`src/rtl/fault_capture_pkg.sv`:
```
// fault_capture shared types: IRQ FSM states and event record.
// Optional timestamping is built with FAULT_CAPTURE_TS_EN.
package fault_capture_pkg;

  localparam int FC_WIDTH    = 32;
  localparam int FC_TS_WIDTH = 32;

  typedef enum logic [1:0] {
    IDLE  = 2'd0,
    PEND  = 2'd1,
    ACKED = 2'd2
  } irq_state_t;

  typedef struct packed {
    logic [FC_WIDTH-1:0]    mask;
    logic [FC_TS_WIDTH-1:0] ts;
    logic                   overflow;
  } evt_rec_t;

endpackage

```
`src/rtl/fault_ts_counter.sv`:
```
// Free-running timestamp counter, wraps silently.
// Only instantiated when FAULT_CAPTURE_TS_EN is defined.
module fault_ts_counter
  import fault_capture_pkg::*;
#(
  parameter int TS_WIDTH = FC_TS_WIDTH
) (
  input  logic                clk,
  input  logic                resetn,
  output logic [TS_WIDTH-1:0] count
);

  localparam logic [TS_WIDTH-1:0] ONE =
    {{(TS_WIDTH-1){1'b0}}, 1'b1};

  // count every cycle, modulo 2^TS_WIDTH
  always_ff @(posedge clk or negedge resetn) begin
    if (!resetn) count <= '0;
    else         count <= count + ONE;
  end

endmodule

```
`src/rtl/fault_capture.sv`:
```
// Sticky fault vector consumer: edge detect, first-fault, irq, event record.
// Define FAULT_CAPTURE_TS_EN to build the timestamp counter.
module fault_capture
  import fault_capture_pkg::*;
#(
  parameter int WIDTH    = FC_WIDTH,
  parameter int TS_WIDTH = FC_TS_WIDTH
) (
  input  logic                clk,
  input  logic                resetn,
  input  logic [WIDTH-1:0]    sticky_in,
  input  logic                irq_ack,
  output logic                irq,
  output logic                first_valid,
  output logic [WIDTH-1:0]    first_mask,
  output logic [TS_WIDTH-1:0] first_ts,
  output logic                evt_valid,
  input  logic                evt_ready,
  output logic [WIDTH-1:0]    evt_mask,
  output logic [TS_WIDTH-1:0] evt_ts,
  output logic                evt_overflow
);

  typedef struct packed {
    logic [WIDTH-1:0]    mask;
    logic [TS_WIDTH-1:0] ts;
    logic                overflow;
  } rec_t;

  logic [WIDTH-1:0]    prev;
  logic [WIDTH-1:0]    new_bits;
  logic                any_new;
  logic [TS_WIDTH-1:0] ts_now;
  irq_state_t          state;
  irq_state_t          state_nxt;
  rec_t                rec;
  logic                rec_v;

  assign new_bits = sticky_in & ~prev;
  assign any_new  = |new_bits;

`ifdef FAULT_CAPTURE_TS_EN
  fault_ts_counter #(
    .TS_WIDTH (TS_WIDTH)
  ) u_ts (
    .clk    (clk),
    .resetn (resetn),
    .count  (ts_now)
  );
`else
  assign ts_now = '0;
`endif

  // remember last sampled vector for rising-bit detection
  always_ff @(posedge clk or negedge resetn) begin
    if (!resetn) prev <= '0;
    else         prev <= sticky_in;
  end

  // first fault since reset is captured once and held
  always_ff @(posedge clk or negedge resetn) begin
    if (!resetn) begin
      first_valid <= 1'b0;
      first_mask  <= '0;
      first_ts    <= '0;
    end else if (!first_valid && any_new) begin
      first_valid <= 1'b1;
      first_mask  <= new_bits;
      first_ts    <= ts_now;
    end
  end

  // irq state register
  always_ff @(posedge clk or negedge resetn) begin
    if (!resetn) state <= IDLE;
    else         state <= state_nxt;
  end

  // irq next state: a new fault always wins over an ack
  always_comb begin
    state_nxt = state;
    unique case (state)
      IDLE:    if (any_new) state_nxt = PEND;
      PEND:    if (irq_ack && !any_new) state_nxt = ACKED;
      ACKED:   if (any_new) state_nxt = PEND;
      default: state_nxt = IDLE;
    endcase
  end

  // irq output decode
  always_comb begin
    irq = (state == PEND);
  end

  // single-entry event record, coalescing while stalled
  always_ff @(posedge clk or negedge resetn) begin
    if (!resetn) begin
      rec_v <= 1'b0;
      rec   <= '0;
    end else if (rec_v && !evt_ready) begin
      if (any_new) begin
        rec.mask     <= rec.mask | new_bits;
        rec.overflow <= 1'b1;
      end
    end else if (any_new) begin
      rec_v        <= 1'b1;
      rec.mask     <= new_bits;
      rec.ts       <= ts_now;
      rec.overflow <= 1'b0;
    end else begin
      rec_v <= 1'b0;
    end
  end

  assign evt_valid    = rec_v;
  assign evt_mask     = rec.mask;
  assign evt_ts       = rec.ts;
  assign evt_overflow = rec.overflow;

endmodule
```
`config.mk`:
```
export PLATFORM = sky130hd
export DESIGN_NAME = fault_capture
export DESIGN_NICKNAME = d
export VERILOG_FILES = /design/src/rtl/fault_capture_pkg.sv /design/src/rtl/fault_ts_counter.sv /design/src/rtl/fault_capture.sv
export SDC_FILE = /design/constraint.sdc
export NUM_CORES = 1
export LEC_CHECK = 0
export CAP_MARGIN = 20
export CORE_AREA = 2 2 98 118
export CTS_CLUSTER_DIAMETER = 200
export DETAILED_ROUTE_END_ITERATION = 7
export DIE_AREA = 0 0 100 120
export GPL_TIMING_DRIVEN = 0
export PLACE_DENSITY = 0.75
export SLEW_MARGIN = 10
export SYNTH_ARGS = -nofsm -noshare
export SYNTH_HDL_FRONTEND = slang
export SYNTH_HIERARCHICAL = 1
export SYNTH_SLANG_ARGS = --single-unit
export TNS_END_PERCENT = 20
```
`constraint.sdc`:
```
create_clock -name clk -period 1.4 [get_ports clk]
set_input_delay 0.21 -clock clk [delete_from_list [all_inputs] [get_ports clk]]
set_output_delay 0.21 -clock clk [all_outputs]
set_load 0.05 [all_outputs]
```
**Word level (Yosys, flattened, before mapping)**

Cells that the tools add are included.

- Register bits after elaboration: 101
- Latch bits: 0
- RAM bits: 0
- ROM bits: 0
- Input port bits: 36
- Output and inout port bits: 132
- Logic and storage cells: 33
- Memories kept: 0

- Add/sub/neg operators: 0
- Multiply operators: 0
- Div/mod/pow operators: 0
- Magnitude comparators: 0
- Eq/ne operators: 4
- Shifts and indexed selects: 0
- Mux-type cells: 9
- Bitwise logic cells: 3
- Reduce and logical (&&, ||, !) cells: 10

Operators with widths:

| cell | count |
|---|---|
| 2-to-1 mux 65 bit | 1 |
| 2-to-1 mux 32 bit | 2 |
| AND 32 bit | 1 |
| inverter 32 bit | 1 |
| OR 32 bit | 1 |
| OR reduction 32 bit | 1 |
| 2-to-1 mux 2 bit | 2 |
| inequality test 2 x 1 -> 1 bit (second input constant) | 2 |
| one-hot mux 2 bit (2 select lines) | 1 |
| logical AND 1 bit | 3 |
| logical NOT 1 bit | 3 |
| 2-to-1 mux 1 bit | 3 |
| == test 2 x 1 -> 1 bit (second input constant) | 1 |
| == test 2 bit (second input constant) | 1 |
| logical NOT 2 bit | 1 |
| AND reduction 2 bit | 1 |
| OR reduction 2 bit | 1 |

**Logic depth before layout (Yosys ltp)**

- Word-level depth: 7
- Depth in mapped cells: 6
- Gate-level depth less buffers: 5

**Worst setup path after synthesis**

OpenSTA, ideal clock, no wires.

- Path kind: reg-to-reg
- Start point: register prev[11]
- End point: register first_mask[27]
- Setup time: 0.125 ns
- Arrival time: 1.341 ns
- Required time: 1.275 ns
- Path slack: -0.065 ns
- Cell stages (with the launch flop): 7
- Path buffers: 1
- Period minus slack after synthesis: 1.465 ns
- Path through: dfrtp_1 nand2b_1 nand4_1 nor4_2 a21oi_2 buf_6 mux2i_1

- Cells in the longest elaborated chain, start to end: 4

RTL lines:

| what | line | source |
|---|---|---|
| start: declaration | fault_capture.sv:30 | `logic [WIDTH-1:0] prev;` |
| start signal: assignment | fault_capture.sv:57 | `else prev <= sticky_in;` |
| inverter 32 bit | fault_capture.sv:39 | `assign new_bits = sticky_in & ~prev;` |
| AND 32 bit | fault_capture.sv:39 |  |
| OR reduction 32 bit | fault_capture.sv:40 | `assign any_new = \|new_bits;` |
| logical AND 1 bit | fault_capture.sv:66 | `end else if (!first_valid && any_new) begin` |
| end signal: assignment | fault_capture.sv:68 | `first_mask <= new_bits;` |
| end: declaration | fault_capture.sv:15 | `output logic [WIDTH-1:0] first_mask,` |

Every way passes these cells.
A chain may end at the register's enable or synchronous reset.

**Final worst setup path**

- Start point: register prev[19]
- End point: register first_mask[28]

The elaborated chain is that of the path after synthesis.

==> results.py <==
metrics = {
    "cells_and_area": {
        "final_cell_area_um2": 6384,
        "antennaDiodeCount": 0,
        "layout_commonest_cell": "dfrtp_1",
        "drive_above_1_share": 0.3394,
        "synthToLayoutAreaGrowth_pct": 54.14,
        "final_core_util": 0.5840,
        "mostFrequentLayoutCells": "dfrtp_1 (101), buf_4 (70), inv_1 (65)",
        "fill_cells": 913,
        "nets": 582,
    },
    "sta": {
        "setup_viol": 69,
        "rsz0062_at_grt": "yes",
        "hold_violations": 0,
        "skew_ns": 0.007025,
        "slew_headroom": 0.6372,
        "whs_ns": 0.3408,
        "clock.fmax_ghz": 0.5757,
        "fin_crit_ns": 1.737,
        "slew_violations": 0,
        "worst_slack_ns": -0.3370,
        "fin_crit_sh": 1.241,
        "worst_slew_pin_slew_ns": 0.5442,
    },
    "setup_path": {
        "path_class": "register to register",
        "start_kind": "register",
        "arrival_ns": 1.95,
        "crit_fanout": 5,
        "end_kind": "register",
        "crit_required_ns": 1.61,
    },
    "logic_synthesis": {
        "synth.avg_cell_area_um2": 11.63,
        "ys_seq_area_frac": 0.6103,
        "synth_cells": 356,
        "synth_warnings": 6,
        "synth_cell_types": 17,
        "yosys_register_bits": 101,
        "netlist_area_um2": 4141,
    },
    "place": {
        "dp_hpwl_um": 6695,
        "routabilityCongestion": 0.7556,
        "dpl-instance-area_um2": 5614,
        "pre_cts_ws_ns": -0.9925,
        "portBuffers": 103,
    },
    "route": {
        "drt_wl_total_um": 9747,
        "ant_nets": 0,
        "routedWlPerCell_um": 14.33,
        "drcViolationCount": 0,
        "vias_per_cell": 4.134,
        "vias": 2811,
        "dr.pass1.iters": 4,
        "initialDrtViolationCount": 118,
    },
    "grt": {
        "grt-ovfl-total": 0,
        "grt_pass1_wl_um": 14900,
        "grt_max_degree": 62,
        "grt_pass1_vias": 2803,
        "grtUsageTotal": 0.1650,
        "antenna_found_initial": 0,
    },
    "power": {
        "p_sw_w": 0.002241,
        "p_int_w": 0.005215,
        "max-vdd-ir-drop_mv": 0.6958,
        "power.density_nw_per_um2": 1168,
        "pwr-share-seq": 0.427,
        "leakagePower_nw": 3.154,
        "clkPwrFrac": 0.342,
        "power_frac_comb": 0.231,
        "sw_frac_of_total": 0.3005,
    },
    "flow_run": {
        "maxCapViolCount": 0,
    },
    "cts": {
        "clk_pin_slew_ns": 0.06,
        "clock_sinks": 101,
        "cts_tree": "built",
        "cts_buffers": 9,
        "clk_latency_ns": 0.33,
        "ctsHtreeMaxLevel": 3,
        "clockBufferDepth": 2,
        "clockRootBuffer": "clkbuf_16",
    },
    "worst_hold_path": {
        "hp-class": "input port to register",
    },
    "die": {
        "core-area_um2": 10930,
        "dieHeight_um": 120,
        "die_x_um": 100,
        "initial_utilization": 0.3789,
        "io-pin-count": 168,
        "rows": 42,
        "die_area_um2": 12000,
    },
    "outcome": {
        "status": "finished with violations",
        "violations": "setup timing",
    },
}
-- per-layer routing --
metal | GRT usage | routed length (µm) | part of all wire
met1 | 0.1922 | 3831 | 0.39
met2 | 0.2939 | 5154 | 0.53
met3 | 0.03727 | 607 | 0.062
met4 | 0.06164 | 154 | 0.016
met5 | 0 | 0 | 0
-- final timing paths --
kind	cells past startpoint	end	slack, ns	start
max	8	first_mask[28]	-0.34	prev[19]
min	1	prev[14]	0.34	sticky_in[14]
max reg2reg	8	first_mask[28]	-0.34	prev[19]
min reg2reg	1	state[0]	0.49	state[1]
max in group asynchronous	3	evt_mask[27]	0.32	resetn
min in group asynchronous	2	first_mask[18]	0.40	resetn
-- logic make-up after synthesis --
kind of cell	share of synthesized area
DFF	0.6103
muxes	0.07734
and+or+nand+nor	0.07855
AOI/OAI and AO/OA	0.04622
other	0.0009055
buffers and inverters	0.1867
-- power by group through the flow --
stage | registers [W] | logic, W | clock network (W)
floorplan | 0.00369 | 0.000689 | 0
global placement | 0.00323 | 0.00165 | 0
detailed placement | 0.00323 | 0.00168 | 0
CTS | 0.00318 | 0.00170 | 0.00263
global route | 0.00320 | 0.00181 | 0.00273
finish | 0.00319 | 0.00172 | 0.00255
-- Yosys cell counts, drive strengths merged --
| cell | instances | area share |
|---|---|---|
| a21oi | 4 | 0.0057 |
| and2 | 1 | 0.0015 |
| o21ai | 32 | 0.039 |
| nor4 | 2 | 0.0060 |
| mux2i | 32 | 0.077 |
| dfrtp | 101 | 0.61 |
| nor2b | 4 | 0.0060 |
| nand2b | 35 | 0.053 |
| buf | 70 | 0.13 |
| a22oi | 1 | 0.0018 |
| conb | 1 | 0.00091 |
| inv | 65 | 0.059 |
| nand4 | 8 | 0.012 |
-- worst max-delay path, cell delays in order, from the launching register on --
cell,delay (ns)
dfrtp_1,0.34
nand2b_4,0.13
nand4_1,0.17
nor4_4,0.30
buf_4,0.18
a21oi_4,0.08
buf_6,0.14
clkbuf_16,0.16
mux2i_1,0.11
-- timing repair --
action	in CTS	in global routing
setup endpoints to repair	137	76
hold buffers	1	0
pin swaps	8	5
cloned	2	1
buffers inserted	8	1
hold endpoints to repair	40	0
resized for setup	247	17
-- sequential cells by signal, summed over array words and instances, names as in the netlist --
register      flops
evt_overflow      1
evt_mask         32
state             2
evt_valid         1
first_valid       1
first_mask       32
prev             32
-- layout make-up --
| cell class | count | area [µm²] | share of cell area |
|---|---|---|---|
| Multi-Input combinational cell | 183 | 1287 | 0.2017 |
| Clock inverter | 2 | 60.06 | 0.009408 |
| Tap cell | 132 | 165.2 | 0.02587 |
| Sequential cell | 101 | 2527 | 0.3959 |
| Buffer | 70 | 574.3 | 0.08996 |
| Clock buffer | 11 | 242.7 | 0.03802 |
| Inverter | 65 | 244.0 | 0.03822 |
| Timing Repair Buffer | 116 | 1282 | 0.2009 |
-- stage by stage --
stage	TNS [ns]	total power (W)	std cells
after floorplan	-2.674	0.004379	419
after global placement	-402.33	0.004880	654
after detailed placement	-59.01	0.004914	655
after CTS	-17.69	0.007515	679
after global routing	-23.92	0.007743	680
final	-18.28	0.007455	680
Power figures use the tool's default switching activity.
